<file path="src/rtl/agc_tp_sequencer.sv">
`default_nettype none
// +----------------------------------------------------------------------------+
// | agc_tp_sequencer : phase / time-pulse / MCT sequencer with binary scaler   |
// | Revision 1.0                                                               |
// +----------------------------------------------------------------------------+
module agc_tp_sequencer #(
    parameter int DIV        = 2,
    parameter int NPHASE     = 4,
    parameter int NTP        = 12,
    parameter int SCALER_PRE = 1,
    parameter int SCALER_W   = 17
) (
    input  logic                    CLOCK,
    input  logic                    RESET,
    input  logic                    STOP,
    input  logic                    STEP,
    output logic [NPHASE-1:0]       PHS,
    output logic [NTP-1:0]          TP,
    output logic [$clog2(NTP)-1:0]  TP_IDX,
    output logic                    MCT_END,
    output logic                    RUNNING,
    output logic [SCALER_W-1:0]     FS,
    output logic [SCALER_W-1:0]     F_STB
);

    localparam int DW  = (DIV > 1) ? $clog2(DIV) : 1;
    localparam int PW  = $clog2(NPHASE);
    localparam int TW  = $clog2(NTP);
    localparam int PRW = (SCALER_PRE > 1) ? $clog2(SCALER_PRE) : 1;

    localparam logic [DW-1:0]  DIV_LAST = DW'(DIV - 1);
    localparam logic [PW-1:0]  PH_LAST  = PW'(NPHASE - 1);
    localparam logic [TW-1:0]  TP_LAST  = TW'(NTP - 1);
    localparam logic [PRW-1:0] PRE_LAST = PRW'(SCALER_PRE - 1);

    typedef enum logic [1:0] {
        S_RUN   = 2'd0,
        S_HALT  = 2'd1,
        S_STEPM = 2'd2
    } state_t;

    state_t                state_q;
    logic [DW-1:0]         div_q;
    logic [PW-1:0]         ph_q;
    logic [TW-1:0]         tp_q;
    logic [PRW-1:0]        pre_q;
    logic [SCALER_W-1:0]   fs_q;
    logic [SCALER_W-1:0]   fstb_q;
    logic                  step_prev_q;

    logic                  run_w;
    logic                  mct_end_w;

    assign run_w     = (state_q != S_HALT);
    assign mct_end_w = run_w && (div_q == DIV_LAST) && (ph_q == PH_LAST) && (tp_q == TP_LAST);

    always_ff @(posedge CLOCK) begin
        if (RESET) begin
            state_q     <= S_RUN;
            div_q       <= '0;
            ph_q        <= '0;
            tp_q        <= '0;
            pre_q       <= '0;
            fs_q        <= '0;
            fstb_q      <= '0;
            step_prev_q <= 1'b0;
        end else begin
            step_prev_q <= STEP;
            fstb_q      <= '0;
            case (state_q)
                S_HALT: begin
                    // Counters already sit at zero, so the next active cycle starts a fresh MCT.
                    if (!STOP) begin
                        state_q <= S_RUN;
                    end else if (STEP && !step_prev_q) begin
                        state_q <= S_STEPM;
                    end
                end
                default: begin
                    if (div_q == DIV_LAST) begin
                        div_q <= '0;
                        if (ph_q == PH_LAST) begin
                            ph_q <= '0;
                            tp_q <= (tp_q == TP_LAST) ? '0 : tp_q + 1'b1;
                        end else begin
                            ph_q <= ph_q + 1'b1;
                        end
                    end else begin
                        div_q <= div_q + 1'b1;
                    end
                    if (mct_end_w) begin
                        if (pre_q == PRE_LAST) begin
                            pre_q  <= '0;
                            fs_q   <= fs_q + 1'b1;
                            fstb_q <= ~fs_q & (fs_q + 1'b1);
                        end else begin
                            pre_q <= pre_q + 1'b1;
                        end
                        if (state_q == S_STEPM || STOP) begin
                            state_q <= S_HALT;
                        end
                    end
                end
            endcase
        end
    end

    assign PHS     = run_w ? (NPHASE'(1) << ph_q) : '0;
    assign TP      = run_w ? (NTP'(1) << tp_q) : '0;
    assign TP_IDX  = tp_q;
    assign MCT_END = mct_end_w;
    assign RUNNING = run_w;
    assign FS      = fs_q;
    assign F_STB   = fstb_q;

endmodule
`default_nettype wire

</file>
<file path="config.mk">
export PLATFORM = sky130hd
export DESIGN_NAME = agc_tp_sequencer
export DESIGN_NICKNAME = d
export VERILOG_FILES = /design/src/rtl/agc_tp_sequencer.sv
export SDC_FILE = /design/constraint.sdc
export NUM_CORES = 1
export LEC_CHECK = 0
export CORE_UTILIZATION = 32
export DETAILED_ROUTE_END_ITERATION = 12
export SYNTH_ARGS = -nofsm -noshare
export SYNTH_HDL_FRONTEND = slang
export SYNTH_SLANG_ARGS = --single-unit
</file>
<file path="constraint.sdc">
create_clock -name CLOCK -period 2.19 [get_ports CLOCK]
set_input_delay 0.3285 -clock CLOCK [delete_from_list [all_inputs] [get_ports CLOCK]]
set_output_delay 0.3285 -clock CLOCK [all_outputs]
set_load 0.01 [all_outputs]
</file>
Yosys cells after proc, flatten, opt, wreduce, memory -nomap -nowiden --
Cells that the tools add are included.
Word-level totals: word-level logic and storage cells 51, input port bits 4, bits in registers 45, output and inout bits 56
Cells by class: reductions and logical operators 14, add/sub/neg operators 5, shifts and indexed selects 2, eq/ne operators 6, bitwise logic cells 5, multiplexer cells 11
Operator list (number):
- 17-bit by 1-bit adder with 17-bit output (second input constant) | 1
- 17-bit AND | 1
- 17-bit NOT | 1
- 12-bit two-way mux | 1
- 2-bit two-way mux | 6
- 1-bit by 4-bit left shift with 12-bit output (first input constant) | 1
- 3-bit AND reduction | 3
- 4-bit two-way mux | 2
- 4-bit by 1-bit adder with 4-bit output (second input constant) | 1
- 2-bit equality test (second input constant) | 2
- 4-bit equality test (second input constant) | 1
- 1-bit logical AND | 4
- 2-bit AND reduction | 2
- 2-bit nonzero test | 2
- 4-bit OR reduction | 1
- 1-bit by 2-bit left shift with 4-bit output (first input constant) | 1
- 3-bit inequality test (second input constant) | 1
- 1-bit NOT | 3
- 1-bit adder (second input constant) | 2
- 2-bit by 1-bit adder with 2-bit output (second input constant) | 1
- 2-bit by 1-bit equality test with 1-bit output (second input constant) | 1
- 1-bit two-way mux | 2
- 2-bit by 1-bit inequality test with 1-bit output (second input constant) | 1
- 1-bit logical NOT | 1
- 1-bit logical OR | 1

Logic depth before layout (Yosys ltp) --
Gate-level depths: netlist (run 1).
depth in word-level cells 6, mapped depth 6, depth with buffers taken out 6

Worst setup path before layout (run 1) --
OpenSTA, ideal clock, no wires.
path kind reg2out, start register tp_q[1] (netlist: TP_IDX[1]), end output port MCT_END, cell stages (with the launch flop) 5, slack 0.465 ns, path buffers 1, required time 1.862 ns, arrival 1.397 ns, cell sequence dfxtp_1 -> ha_1 -> nand3b_4 -> nor3_2 -> buf_4
On the way: cells in the longest elaborated chain, start to end 2
Ends and longest elaborated chain:
- from (decl) | RTL line 45 | logic [TW-1:0] tp_q;
- from (signal assigned) | RTL line 84 | tp_q <= (tp_q == TP_LAST) ? '0 : tp_q + 1'b1;
- 4-bit equality test | RTL line 55 | assign mct_end_w = run_w && (div_q == DIV_LAST) && (ph_q == PH_LAST) && (tp_q == TP_LAST);
- 1-bit logical AND | RTL line 55
- to (decl) | RTL line 20 | output logic MCT_END,
No other way between the ends.

Worst setup path after layout (run 1) --
start register tp_q[0] (netlist: TP_IDX[0]), end output port TP[7]
On the way: cells in the longest elaborated chain, start to end 2
Ends and longest elaborated chain:
- 1-bit by 4-bit left shift with 12-bit output | RTL line 109 | assign TP = run_w ? (NTP'(1) << tp_q) : '0;
- 12-bit two-way mux | RTL line 109
- to (decl) | RTL line 18 | output logic [NTP-1:0] TP,
No other way between the ends.

==> results of run 1 <==
==> cells in the final DEF, fill, tap and decap left out, types with 2 or more instances in the layout <==
master | Yosys | routed
clkdlybuf4s50_1 | 0 | 56
dfxtp_1 | 44 | 39
ha_1 | 27 | 26
inv_1 | 24 | 24
and2_1 | 21 | 21
a31oi_1 | 17 | 17
a211oi_1 | 16 | 16
nor2_1 | 10 | 10
nor3_1 | 10 | 10
buf_4 | 4 | 10
nand3_1 | 8 | 8
o21ai_0 | 8 | 8
a21oi_1 | 7 | 7
dfxtp_2 | 0 | 5
clkbuf_8 | 0 | 5
nand2_1 | 4 | 4
nand4_1 | 3 | 3
and3_1 | 3 | 3
nand2b_1 | 3 | 3
and4_1 | 2 | 2
nor4_1 | 2 | 2
nor3b_1 | 2 | 2
or4_1 | 2 | 2
nor2b_1 | 2 | 2
dlymetal6s2s_1 | 0 | 2
==> logic make-up (layout without fill, tap and decap cells) <==
group / count (synthesis) / in the layout / share of synthesized area [%]
AO/OA/AOI/OAI: 50 / 50 / 14.2
XOR/XNOR: 1 / 1 / 0.390
adder cells (fa/ha/maj): 27 / 27 / 15.1
buffers and inverters: 40 / 101 / 8.25
flip-flops: 44 / 44 / 39.3
AND/OR/NAND/NOR: 81 / 81 / 22.8
==> per-layer routing <==
layer	vias up	wire length (um)
met5	-	0
met4	0	84
met3	8	288
met2	57	2370
met1	875	2410
li1	968	-
==> area by class of cell <==
cell class              count  area [um2]  area share [%]
inverters                  25        96.3            3.16
clock buffers               6        72.6            2.38
well taps                  96         120            3.94
repair buffers             69         669            22.0
clock inverters             1        5.00           0.164
multi-input cells         159        1200            39.3
flip-flops and latches     44         887            29.1
==> how the worst max path moves through the flow <==
| stage | to | start | cells after the start | slack, ns |
|---|---|---|---|---|
| 6_report | TP[7] | TP_IDX[0] | 4 | 0.09 |
| 5_1_grt | TP[2] | state_q[0] | 5 | 0.002 |
| 4_1_cts | TP[3] | TP_IDX[0] | 4 | 0.02 |
| 3_5_place_dp | TP[3] | TP_IDX[1] | 4 | 0.12 |
| 3_3_place_gp | MCT_END | TP_IDX[1] | 4 | 0.21 |
| 2_1_floorplan | MCT_END | TP_IDX[1] | 4 | 0.46 |
==> sequential cells by signal, summed over array words and instances, names as in the netlist <==
name         count
state_q          2
div_q            1
FS              17
TP_IDX           4
F_STB           17
ph_q             2
step_prev_q      1
==> stage by stage <==
step / hold WS (ns) / util [%] / total power (uW) / area, um2 / std cells
after floorplan: 0.457 / - / 872 / 2240 / 243
after global placement: 0.506 / 43.2 / 906 / 2940 / 393
after detailed placement: 0.514 / 43.2 / 909 / 2940 / 393
after CTS: 0.526 / 44.7 / 1390 / 3040 / 400
after global routing: 0.546 / 44.8 / 1430 / 3050 / 400
final: 0.512 / 44.8 / 1360 / 3050 / 400
==> critical path: cells and delay by family, from the launching register on <==
kind	cells	cell delay, ns
adder cells (fa/ha/maj)	2	0.34
buffers and inverters	1	0.56
flip-flops	1	0.40
AND/OR/NAND/NOR	1	0.17
==> power by group through the flow <==
stage / combinational, uW / clock (uW) / sequential (uW)
floorplan: 39.7 / 0 / 832
global placement: 70.0 / 0 / 837
detailed placement: 72.0 / 0 / 837
CTS: 72.2 / 497 / 818
global route: 77.5 / 532 / 820
finish: 70.4 / 476 / 819
==> repair_timing <==
| item | in CTS | in global routing |
|---|---|---|
| pin swaps | 0 | 0 |
| resized for setup | 7 | 5 |
| setup endpoints to repair | 5 | 8 |
==> flow_metrics.py, run 1 <==
metrics = {
    "logic_synthesis": {
        "ys_ff_latch": 44,
        "avgSynthCellArea_um2": 9.23,
        "synthFlopType": "dfxtp_1",
        "netlist.area_leader.share_pct": 39.3,
        "yosys.area.top_type": "dfxtp_1",
        "synth_fp_nets": 274,
        "ys_warn_count": 0,
        "synthTopCellsByCount": "dfxtp_1 (44), ha_1 (27), inv_1 (24)",
        "ys_seq_area_share_pct": 39.3,
        "ys_types": 38,
        "netlist_instances": 243,
        "syn-cell-area_um2": 2240,
        "synth-edff-count": 0,
        "synth.most_common_cell": "dfxtp_1",
        "yosys-top-cells-area": "dfxtp_1 (39%), ha_1 (15%), and2_1 (5.9%), a211oi_1 (5.4%), a31oi_1 (4.7%)",
        "synthArstFlopShare_pct": 0,
    },
    "critical_path": {
        "end_kind": "primary output",
        "r2r-end": "FS[16]",
        "worstReg2RegStart": "FS[1]",
        "slowest_delay_ns": 0.56,
        "crit_slowest_cell": "clkdlybuf4s50_1",
        "critPathLaunchType": "flip-flop",
        "path_class": "flip-flop to primary output",
        "rr_worst_depth": 7,
        "cp_max_fo": 6,
        "crit_required_ns": 1.86,
        "arrival_ns": 1.77,
        "crit_chain": "ha_4, ha_1, nor3b_1, clkdlybuf4s50_1",
        "ff2ff_setup_slack_ns": 0.43,
    },
    "min_path": {
        "hp-class": "flip-flop to flip-flop",
        "hold_path_depth": 2,
        "hold_path.startpoint": "state_q[0]",
        "hold_path_end": "state_q[1]",
    },
    "timing": {
        "hold_viol": 0,
        "period_needed_ns": 2.10,
        "finalMaxSlewViolations": 0,
        "tightestPinTransition_ns": 0.671,
        "relSlewSlack_pct": 55.2,
        "setup_violations": 0,
        "rsz0062_at_grt": "no",
        "finalSetupTns_ns": 0,
        "setup_ws_ns": 0.0912,
        "min_period_over_period_pct": 95.8,
        "fmax_mhz": 476,
        "fin_skew_ns": 0.0106,
    },
    "clock_tree": {
        "htree_levels": 2,
        "post-cts-setup-buffers": 0,
        "hold_buffers": 0,
        "tritoncts": "yes",
        "path_clk_slew_ns": 0.08,
        "clk_latency_ns": 0.30,
        "clk_path_buf_depth": 2,
        "clock-sinks": 44,
        "root_buffer": "clkbuf_8",
        "cts-buffers-inserted": 5,
    },
    "die": {
        "die_h_um": 85.7,
        "core_um2": 6790,
        "die_w_um": 85.7,
        "fp-row-count": 30,
        "die-area_um2": 7350,
        "pin_count": 60,
        "start_util_pct": 33.0,
    },
    "grt": {
        "grt_max_degree": 28,
        "antenna_found_initial": 0,
        "grt_pass1_vias": 1798,
        "grt_util_met3_pct": 3.95,
        "grt_usage_pct": 14.6,
        "use_met1_pct": 18.8,
        "globalRoute.busiestLayer": "met2",
        "overflow": 0,
        "grt_first_pass_wirelength_mm": 8.60,
        "use_met2_pct": 23.6,
    },
    "pwr": {
        "p_seq_share_pct": 60.0,
        "switching_share_pct": 22.3,
        "p_int_uw": 1060,
        "cellLeakagePower_uw": 0.00111,
        "ir_drop_mv": 0.182,
        "power_frac_clock_pct": 34.9,
        "p_sw_uw": 305,
        "powerDensity_nw_per_um2": 448,
        "comb_power_share_pct": 5.2,
    },
    "routing": {
        "drt-total-wl_mm": 5.16,
        "dr.pass1.iters": 4,
        "drc": 0,
        "via_count": 1908,
        "antenna_left": 0,
        "drt-initial-drc-count": 146,
        "wl_per_cell_um": 12.9,
        "viasPerCell": 4.77,
    },
    "finish": {
        "antenna-diode-count": 0,
        "fillers": 691,
        "drive_gt1_share_pct": 9.87,
        "fin_nets": 335,
        "area_delta_synth_final_pct": 35.8,
    },
    "placed_design": {
        "hpwlAfterDp_mm": 3.68,
        "dp_slack_ns": 0.123,
        "portBuffers": 59,
        "place.gp.congestion": 0.792,
    },
    "run": {
        "maxCapViolCount": 0,
    },
    "run_status": {
        "outcome": "complete, no violations",
    },
}
Note: power is estimated with default switching activity, not from simulation.
==> inputs of run 2 (changes only) <==
--- a/config.mk
+++ b/config.mk
@@ -5,8 +5,12 @@
 export SDC_FILE = /design/constraint.sdc
 export NUM_CORES = 1
 export LEC_CHECK = 0
-export CORE_UTILIZATION = 32
+export CELL_PAD_IN_SITES_DETAIL_PLACEMENT = 2
+export CELL_PAD_IN_SITES_GLOBAL_PLACEMENT = 2
+export CORE_UTILIZATION = 29
 export DETAILED_ROUTE_END_ITERATION = 12
+export PLACE_DENSITY_LB_ADDON = 0.1
+export RECOVER_POWER = 100
 export SYNTH_ARGS = -nofsm -noshare
 export SYNTH_HDL_FRONTEND = slang
 export SYNTH_SLANG_ARGS = --single-unit
==> run 2 against run 1 <==
- global-route usage is 2.5 points higher
- first-iteration DRC count decreased by 55%
- wire length rose by 22%
- clock power up 3%
- sequential cell count unchanged
- power up 0.98%
- die area up 10%
- combinational power down 1%
- fmax is 1.1% lower
- worst hold slack gained 0.023 ns
==> flow_metrics.py, run 2 (synthesized netlist as in run 1, its figures left out) <==
metrics = {
    "die": {
        "core_um2": 7370,
        "die-area_um2": 8090,
        "start_util_pct": 30.4,
        "pin_count": 60,
        "die_h_um": 90.0,
        "fp-row-count": 31,
        "die_w_um": 90.0,
    },
    "critical_path": {
        "crit_chain": "ha_4, ha_1, nor3b_1, clkdlybuf4s50_1",
        "cp_top_family": "buffers and inverters",
        "arrival_ns": 1.79,
        "path_class": "flip-flop to primary output",
        "cp.depth": 4,
        "rr_worst_depth": 7,
        "worst-path-buf-inv": 1,
        "endpoint": "TP[7]",
        "cp_max_fo": 6,
        "crit_slowest_cell": "clkdlybuf4s50_1",
        "end_kind": "primary output",
        "critPathLaunchType": "flip-flop",
        "worstReg2RegStart": "FS[1]",
        "ff2ff_setup_slack_ns": 0.27,
        "slowest_delay_ns": 0.57,
        "crit_required_ns": 1.86,
        "crit_start": "TP_IDX[0]",
        "r2r-end": "FS[14]",
    },
    "clock_tree": {
        "clock-sinks": 44,
        "tritoncts": "yes",
        "path_clk_slew_ns": 0.08,
        "clk_latency_ns": 0.29,
        "clk_path_buf_depth": 2,
        "htree_levels": 2,
        "post-cts-setup-buffers": 0,
        "cts-buffers-inserted": 5,
        "root_buffer": "clkbuf_8",
        "hold_buffers": 0,
    },
    "finish": {
        "drive_gt1_share_pct": 9.18,
        "stdcell_area_um2": 3020,
        "antenna-diode-count": 0,
        "area_delta_synth_final_pct": 34.7,
        "fillers": 851,
        "final_cell_mix": "dlygate4sd3_1 (41), dfxtp_1 (39), ha_1 (26), inv_1 (24), a31oi_1 (17)",
        "final_common_cell": "dlygate4sd3_1",
        "fin_nets": 336,
    },
    "pwr": {
        "p_seq_share_pct": 59.5,
        "comb_power_share_pct": 5.1,
        "p_sw_uw": 320,
        "ir_drop_mv": 0.184,
        "cellLeakagePower_uw": 0.00124,
        "p_total_uw": 1380,
        "power_frac_clock_pct": 35.5,
        "p_int_uw": 1060,
        "switching_share_pct": 23.2,
        "powerDensity_nw_per_um2": 456,
    },
    "min_path": {
        "hold_path_depth": 2,
        "hp-class": "flip-flop to flip-flop",
    },
    "timing": {
        "timing.hold.ws_ns": 0.535,
        "hold_viol": 0,
        "rsz0062_at_grt": "no",
        "relSlewSlack_pct": 13.4,
        "finalMaxSlewViolations": 0,
        "period_needed_ns": 2.12,
        "fmax_mhz": 471,
        "min_period_over_period_pct": 96.9,
        "tightestPinTransition_ns": 1.30,
        "finalSetupTns_ns": 0,
        "fin_skew_ns": 0.00683,
        "setup_ws_ns": 0.0682,
        "setup_violations": 0,
    },
    "routing": {
        "drc": 0,
        "antenna_left": 0,
        "drt-total-wl_mm": 6.30,
        "dr.pass1.iters": 3,
        "via_count": 1984,
        "drt-initial-drc-count": 66,
        "viasPerCell": 4.91,
        "wl_per_cell_um": 15.6,
    },
    "grt": {
        "grt_max_degree": 28,
        "grt_pass1_vias": 2159,
        "grt_usage_pct": 17.1,
        "grt_first_pass_wirelength_mm": 11.3,
        "overflow": 0,
        "antenna_found_initial": 0,
    },
    "placed_design": {
        "place.gp.congestion": 0.725,
        "hpwlAfterDp_mm": 4.67,
        "portBuffers": 59,
        "placed_cell_area_um2": 2950,
        "dp_slack_ns": 0.130,
    },
    "run": {
        "maxCapViolCount": 0,
    },
    "run_status": {
        "outcome": "complete, no violations",
    },
}
run 2: layout make-up:
class	instances	area, um2	area share (%)
Multi-Input combinational cell	159	1170	38.6
Sequential cell	44	887	29.3
Timing Repair Buffer	70	667	22.1
Tap cell	99	124	4.10
Inverter	25	96.3	3.19
Clock buffer	5	68.8	2.28
Clock inverter	2	12.5	0.414
run 2: worst min-delay path by stage:
stage	end	start	slack, ns
6_report	state_q[1]	state_q[1]	0.53
3_3_place_gp	ph_q[1]	ph_q[1]	0.51
4_1_cts	ph_q[1]	ph_q[1]	0.54
5_1_grt	state_q[1]	state_q[0]	0.56
2_1_floorplan	step_prev_q	STEP	0.46
3_5_place_dp	ph_q[1]	ph_q[1]	0.52
run 2: layer usage:
| layer | vias up | part of all wire (%) | wire length (um) | GRT usage, % |
|---|---|---|---|---|
| li1 | 972 | - | - | - |
| met1 | 974 | 48 | 3050 | 22.6 |
| met2 | 34 | 48 | 3020 | 28.9 |
| met3 | 4 | 3.0 | 188 | 2.79 |
| met4 | 0 | 0.70 | 44 | 4.03 |
| met5 | - | 0 | 0 | 0 |
run 2: worst register-to-register path, stage by stage (launching register included):
cell,delay (ns)
dfxtp_1,0.42
ha_1,0.21
nand3_1,0.15
nor4_1,0.28
buf_4,0.18
and3_1,0.15
ha_1,0.23
a211oi_1,0.22
run 2: power groups by stage:
stage | Clock [uW] | Sequential (uW) | Combinational, uW
after floorplan | 0 | 832 | 39.7
after global placement | 0 | 838 | 72.9
after detailed placement | 0 | 839 | 72.7
after CTS | 518 | 820 | 74.3
after global routing | 547 | 822 | 76.8
final | 489 | 820 | 69.6
run 2: per-stage QoR:
stage               std cells  util [%]
finish                    404      41.0
global route              404      41.0
CTS                       404      41.4
detailed placement        397      40.0
global placement          397      40.0
floorplan                 243         -
run 2: what timing repair did:
action / in CTS / in global routing
resized for setup: 9 / 2
pin swaps: 0 / 0
endpoints found under the setup margin: 8 / 4
